$ cat config.mk
export PLATFORM = sky130hd
export DESIGN_NAME = hazard_ctrl
export DESIGN_NICKNAME = d
export VERILOG_FILES = /design/src/rtl/hazard_ctrl.sv
export SDC_FILE = /design/constraint.sdc
export NUM_CORES = 1
export LEC_CHECK = 0
export CAP_MARGIN = 20
export CELL_PAD_IN_SITES_DETAIL_PLACEMENT = 0
export CELL_PAD_IN_SITES_GLOBAL_PLACEMENT = 2
export CORE_UTILIZATION = 30
export CTS_BUF_LIST = sky130_fd_sc_hd__clkbuf_4 sky130_fd_sc_hd__clkbuf_8
export DETAILED_ROUTE_END_ITERATION = 8
export PLACE_DENSITY_LB_ADDON = 0.12
export SETUP_SLACK_MARGIN = 0.1
export SLEW_MARGIN = 20
export SYNTH_ARGS = -nofsm -noshare
export SYNTH_HDL_FRONTEND = slang
export SYNTH_SLANG_ARGS = --single-unit
$ cat constraint.sdc
create_clock -name clk -period 5 [get_ports clk]
set_input_delay 0.5 -clock clk [delete_from_list [all_inputs] [get_ports clk]]
set_output_delay 0.5 -clock clk [all_outputs]
set_load 0.02 [all_outputs]
$ cat src/rtl/hazard_ctrl.sv
// -----------------------------------------------------------------------------
// hazard_ctrl
//   Central hazard controller for the 5-stage RISC-V pipeline. It detects
//   load-use hazards from the ID/EX fields, and it uses a small FSM to
//   sequence memory-busy stalls. A branch that resolves while memory is busy
//   has its IF/ID flush deferred until the stall ends. A sticky timeout flag
//   sets when memory stays busy for too long.
//
//   Optional build macro: HAZARD_PERF_CNT_EN
//     When it is defined, the saturating counters stall_cnt and flush_cnt are
//     added.
//
// Ports
//   clk, rst            core clock (rising edge); async active-high reset
//   rs1/rs2_from_id     source registers of the ID instruction
//   rs1/rs2_used_id     ID instruction actually reads rs1/rs2
//   rd_to_ex            destination register of the EX instruction
//   read_mem_to_ex      EX instruction is a load
//   write_reg_to_ex     EX instruction writes rd
//   branch_taken_ex     EX resolved a taken branch/jump (1-cycle pulse)
//   mem_busy            data memory not ready; MEM must hold
//   pc_stall            hold PC
//   if_id_stall         hold IF/ID and ID/EX
//   id_stall_req        bubble: zero the ID/EX control fields
//   if_id_flush         replace IF/ID with a NOP
//   ex_mem_stall        hold EX/MEM
//   mem_timeout         sticky: memory was busy for MAX_WAIT cycles
//   stall_cnt/flush_cnt (HAZARD_PERF_CNT_EN only) saturating event counters
//   state_dbg           current FSM state (RUN=0, MEM_WAIT=1, FLUSH=2)
// -----------------------------------------------------------------------------
module hazard_ctrl #(
    parameter int unsigned MAX_WAIT = 64,
    parameter int unsigned CNT_W    = 8
) (
    input  logic             clk,
    input  logic             rst,
    input  logic [4:0]       rs1_from_id,
    input  logic [4:0]       rs2_from_id,
    input  logic             rs1_used_id,
    input  logic             rs2_used_id,
    input  logic [4:0]       rd_to_ex,
    input  logic             read_mem_to_ex,
    input  logic             write_reg_to_ex,
    input  logic             branch_taken_ex,
    input  logic             mem_busy,
    output logic             pc_stall,
    output logic             if_id_stall,
    output logic             id_stall_req,
    output logic             if_id_flush,
    output logic             ex_mem_stall,
    output logic             mem_timeout,
`ifdef HAZARD_PERF_CNT_EN
    output logic [CNT_W-1:0] stall_cnt,
    output logic [CNT_W-1:0] flush_cnt,
`endif
    output logic [1:0]       state_dbg
);

    typedef enum logic [1:0] {
        RUN      = 2'd0,
        MEM_WAIT = 2'd1,
        FLUSH    = 2'd2
    } state_e;

    localparam logic [CNT_W-1:0] MAX_WAIT_C = CNT_W'(MAX_WAIT);
    localparam logic [CNT_W-1:0] ONE_C      = CNT_W'(1);

    state_e           state_q, state_d;
    logic [CNT_W-1:0] cnt_q, cnt_d;
    logic             flush_pend_q, flush_pend_d;
    logic             timeout_q, timeout_d;

    logic load_use;
    logic pc_stall_c, if_id_stall_c, id_stall_req_c, if_id_flush_c, ex_mem_stall_c;

    // A load into x0 never creates a dependency.
    always_comb begin
        load_use = read_mem_to_ex & write_reg_to_ex & (rd_to_ex != 5'd0) &
                   ((rs1_used_id & (rs1_from_id == rd_to_ex)) |
                    (rs2_used_id & (rs2_from_id == rd_to_ex)));
    end

    always_comb begin
        state_d        = state_q;
        cnt_d          = cnt_q;
        flush_pend_d   = flush_pend_q;
        pc_stall_c     = 1'b0;
        if_id_stall_c  = 1'b0;
        id_stall_req_c = 1'b0;
        if_id_flush_c  = 1'b0;
        ex_mem_stall_c = 1'b0;

        case (state_q)
            RUN: begin
                if (mem_busy) begin
                    pc_stall_c     = 1'b1;
                    if_id_stall_c  = 1'b1;
                    ex_mem_stall_c = 1'b1;
                    state_d        = MEM_WAIT;
                    cnt_d          = ONE_C;
                    if (branch_taken_ex) begin
                        flush_pend_d = 1'b1;
                    end
                end else if (branch_taken_ex) begin
                    // The branch squashes the dependent instruction, so a
                    // concurrent load-use needs no stall.
                    if_id_flush_c  = 1'b1;
                    id_stall_req_c = 1'b1;
                end else if (load_use) begin
                    pc_stall_c     = 1'b1;
                    if_id_stall_c  = 1'b1;
                    id_stall_req_c = 1'b1;
                end
            end
            MEM_WAIT: begin
                // EX is frozen here, so load_use and branch_taken_ex are stale.
                if (mem_busy) begin
                    pc_stall_c     = 1'b1;
                    if_id_stall_c  = 1'b1;
                    ex_mem_stall_c = 1'b1;
                    if (cnt_q != '1) begin
                        cnt_d = cnt_q + ONE_C;
                    end
                end else begin
                    cnt_d   = '0;
                    state_d = flush_pend_q ? FLUSH : RUN;
                end
            end
            FLUSH: begin
                if_id_flush_c  = 1'b1;
                id_stall_req_c = 1'b1;
                flush_pend_d   = 1'b0;
                state_d        = RUN;
                if (mem_busy) begin
                    pc_stall_c     = 1'b1;
                    if_id_stall_c  = 1'b1;
                    ex_mem_stall_c = 1'b1;
                    state_d        = MEM_WAIT;
                    cnt_d          = ONE_C;
                end
            end
            default: begin
                state_d = RUN;
            end
        endcase

        timeout_d = timeout_q | (mem_busy & (cnt_d == MAX_WAIT_C));
    end

    always_ff @(posedge clk or posedge rst) begin
        if (rst) begin
            state_q      <= RUN;
            cnt_q        <= '0;
            flush_pend_q <= 1'b0;
            timeout_q    <= 1'b0;
        end else begin
            state_q      <= state_d;
            cnt_q        <= cnt_d;
            flush_pend_q <= flush_pend_d;
            timeout_q    <= timeout_d;
        end
    end

    // The outputs are combinational from the inputs. They are gated by rst so
    // that a reset during a stall releases the pipeline at once, even while
    // mem_busy is still high.
    always_comb begin
        pc_stall     = pc_stall_c     & ~rst;
        if_id_stall  = if_id_stall_c  & ~rst;
        id_stall_req = id_stall_req_c & ~rst;
        if_id_flush  = if_id_flush_c  & ~rst;
        ex_mem_stall = ex_mem_stall_c & ~rst;
        mem_timeout  = timeout_q;
        state_dbg    = state_q;
    end

`ifdef HAZARD_PERF_CNT_EN
    logic [CNT_W-1:0] stall_cnt_q, flush_cnt_q;

    always_ff @(posedge clk or posedge rst) begin
        if (rst) begin
            stall_cnt_q <= '0;
            flush_cnt_q <= '0;
        end else begin
            if (pc_stall && stall_cnt_q != '1) begin
                stall_cnt_q <= stall_cnt_q + ONE_C;
            end
            if (if_id_flush && flush_cnt_q != '1) begin
                flush_cnt_q <= flush_cnt_q + ONE_C;
            end
        end
    end

    always_comb begin
        stall_cnt = stall_cnt_q;
        flush_cnt = flush_cnt_q;
    end
`endif

endmodule

==> metrics.md <==
| Metric | Value |
|---|---|
| Outcome | `complete, no violations` |
| Total GRT Usage | `roughly 17%` |
| Pin count of the biggest net entering global routing | `17` |
| DR WL/cell | `around 14 µm` |
| CTS Hold Bufs | `0` |
| Gp weighted congestion | `between 0.8 and 0.9` |
| Post-DRT Antenna Nets | `0` |
| Final Setup Violations | `0` |
| Final period util | `between 60% and 70%` |
| Critical path peak fanout | `3` |
| Peak VDD IR | `between 0.3 and 0.4 mV` |
| Antenna violations before repair | `0` |
| Critical path class | `primary input to output port` |
| Post-route DRC | `0` |
| Starting Density | `32.6%` |
| Share of layout cells above drive strength 1 | `7.59%` |
| P_leak | `around 0.56 nW` |
| Final Max Slew Viols | `0` |
| First-pass GRT wire length | `roughly 4500 µm` |
| Skew-Pair Late Insertion Delay | `280 ps` |
| Kind of end point of the critical path | `output port` |
| Vias in the first global route | `972` |
| Synth Register Bits | `12` |
| WP data arrival | `roughly 2900 ps` |
| DIE AREA | `approximately 0.0036 mm²` |
| Setup bufs post-CTS | `0` |
| Most common cell after layout, fill and taps aside | `clkdlybuf4s50_1` |
| Synth Area per Inst | `between 8 and 9 µm²` |
| Worst EP required | `approximately 4500 ps` |
| Vias per cell | `approximately 5.3` |
| Site row count | `20` |
| Grt ovf | `0` |
| Post-route insts no fill | `189` |
| Clk root buf | `clkbuf_4` |
| Seq/Total Area, Yosys | `between 20 and 30%` |
| DRT iter0 DRCs | `31` |
| EDFF count, synth | `0` |
| Mapped Area | `a little over 0.001 mm²` |
| Clk pin slew, worst setup/hold paths | `approximately 80 ps` |
| PortBufs | `30` |
| Synth Instances | `approximately 120` |
| Syn Nets | `145` |
| Dpl cells | `185` |
| Die Width | `between 60 and 70 µm` |
| Io pins | `31` |
| Setup TNS | `0 ps` |
| Clock skew | `3.61 ps` |
| Max Fclk | `just under 300 MHz` |
| Cell Pwr Density | `around 390 mW/mm²` |
| Total power | `around 0.53 mW` |
| Synth warn | `0` |
| Worst min path class | `flip-flop to flip-flop` |
| Final core occ | `43.6%` |
| Final nets | `~170` |
| Total number of vias | `1011` |
| Slew HR | `63.7%` |
| Post-Route WL | `roughly 2700 µm` |
| Min cycle time layout | `3360 ps` |
| CTS sink count | `12` |
| WHS | `just under 500 ps` |
| R2r setup slk | `between 2000 and 3000 ps` |
| Fin. Hold Viols | `0` |
| Commonest non-fill, non-tap cells in the layout | `clkdlybuf4s50_1 (30), dfrtp_1 (12), a21oi_1 (9), xor2_1 (8), inv_1 (7)` |
| Area Overhead vs Synth | `33.9%` |
| Top FF cell, synth | `dfrtp_1` |
| Unique masters post-synth | `between 40 and 50` |
| Hpwl dp | `approximately 2100 µm` |
| Total core area | `0.00313 mm²` |
| Async set-or-reset flop fraction in the synthesized netlist | `between 90% and 100%` |
| Max_cap viols | `0` |
| CTS tree | `done` |
| Number of CTS-inserted buffers | `3` |
| CTS resizes | `0` |
| Die Height | `60.3 µm` |
| H-tree levels | `1` |
| RSZ-0062 raised after global routing | `no` |
| Worst-Margin Slew | `544 ps` |
| Setup crit start kind | `primary input` |
| Drt first pass iters | `4` |
| CTS max path bufs | `2` |
| Number of antenna diodes | `0` |
## path summary, 6_finish.rpt
path | startpoint | to | cells past startpoint
max | rd_to_ex[0] | pc_stall | 7
min | mem_timeout | mem_timeout | 1
max reg2reg | state_dbg[0] | mem_timeout | 7
min reg2reg | mem_timeout | mem_timeout | 1
max in group asynchronous | rst | cnt_q[4] | 2
min in group asynchronous | rst | flush_pend_q | 2
## state kept, by name (all words and copies together) (netlist names)
signal,flops
flush_pend_q,1
cnt_q,8
state_dbg,2
mem_timeout,1
## worst max-delay path: stages
cell             delay, ps
clkdlybuf4s50_1        460
xor2_1                 180
nor4_1                 280
nand3_1                110
a221o_1                370
o31ai_1                280
clkdlybuf4s50_1        670
## stage by stage
stage	worst slack, ps	area (µm²)
after detailed placement	1610	1330
after global placement	1640	1330
after global routing	1470	1360
after floorplan	2300	1020
after CTS	1600	1360
final	1640	1360
## routing by layer
layer  share of wire [%]  track usage [%]
met1                  48             21.1
met2                  47             28.3
met3                 3.6             3.90
met4                0.89             4.98
met5                   0                0
## layout make-up
class | count | area, µm²
fillers | 309 | 1760
repair buffers | 30 | 300
inverters | 8 | 30.0
flip-flops and latches | 12 | 300
clock buffers | 4 | 36.3
well taps | 44 | 55.1
multi-input cells | 91 | 642
## cells in the mapped netlist, types with 4 or more instances
cell type  instances  share of area [%]
a21oi_1            9                4.4
dfrtp_1           12                 29
nor2_1             6                2.2
nand4_1            4                2.5
nand2_1            4                1.5
inv_1              7                2.6
xor2_1             8                6.9
ha_1               5                6.1
nand3_1            6                2.9
## report_power, final
part / switching [mW] / internal (mW) / total [mW]
Sequential: 0.0251 / 0.118 / 0.143
Clock: 0.0370 / 0.0443 / 0.0813
Combinational: 0.172 / 0.131 / 0.303
Total: 0.234 / 0.293 / 0.527
## cells by family after synthesis
| logic type | Yosys count | share of synthesized area, % |
|---|---|---|
| xor+xnor | 10 | 8.60 |
| mux | 1 | 0.983 |
| buf+inv | 14 | 7.49 |
| fa+ha+maj | 5 | 6.14 |
| compound gates | 37 | 26.0 |
| flops | 12 | 29.5 |
| simple gates | 38 | 21.3 |
Power figures use the tool's default switching activity.
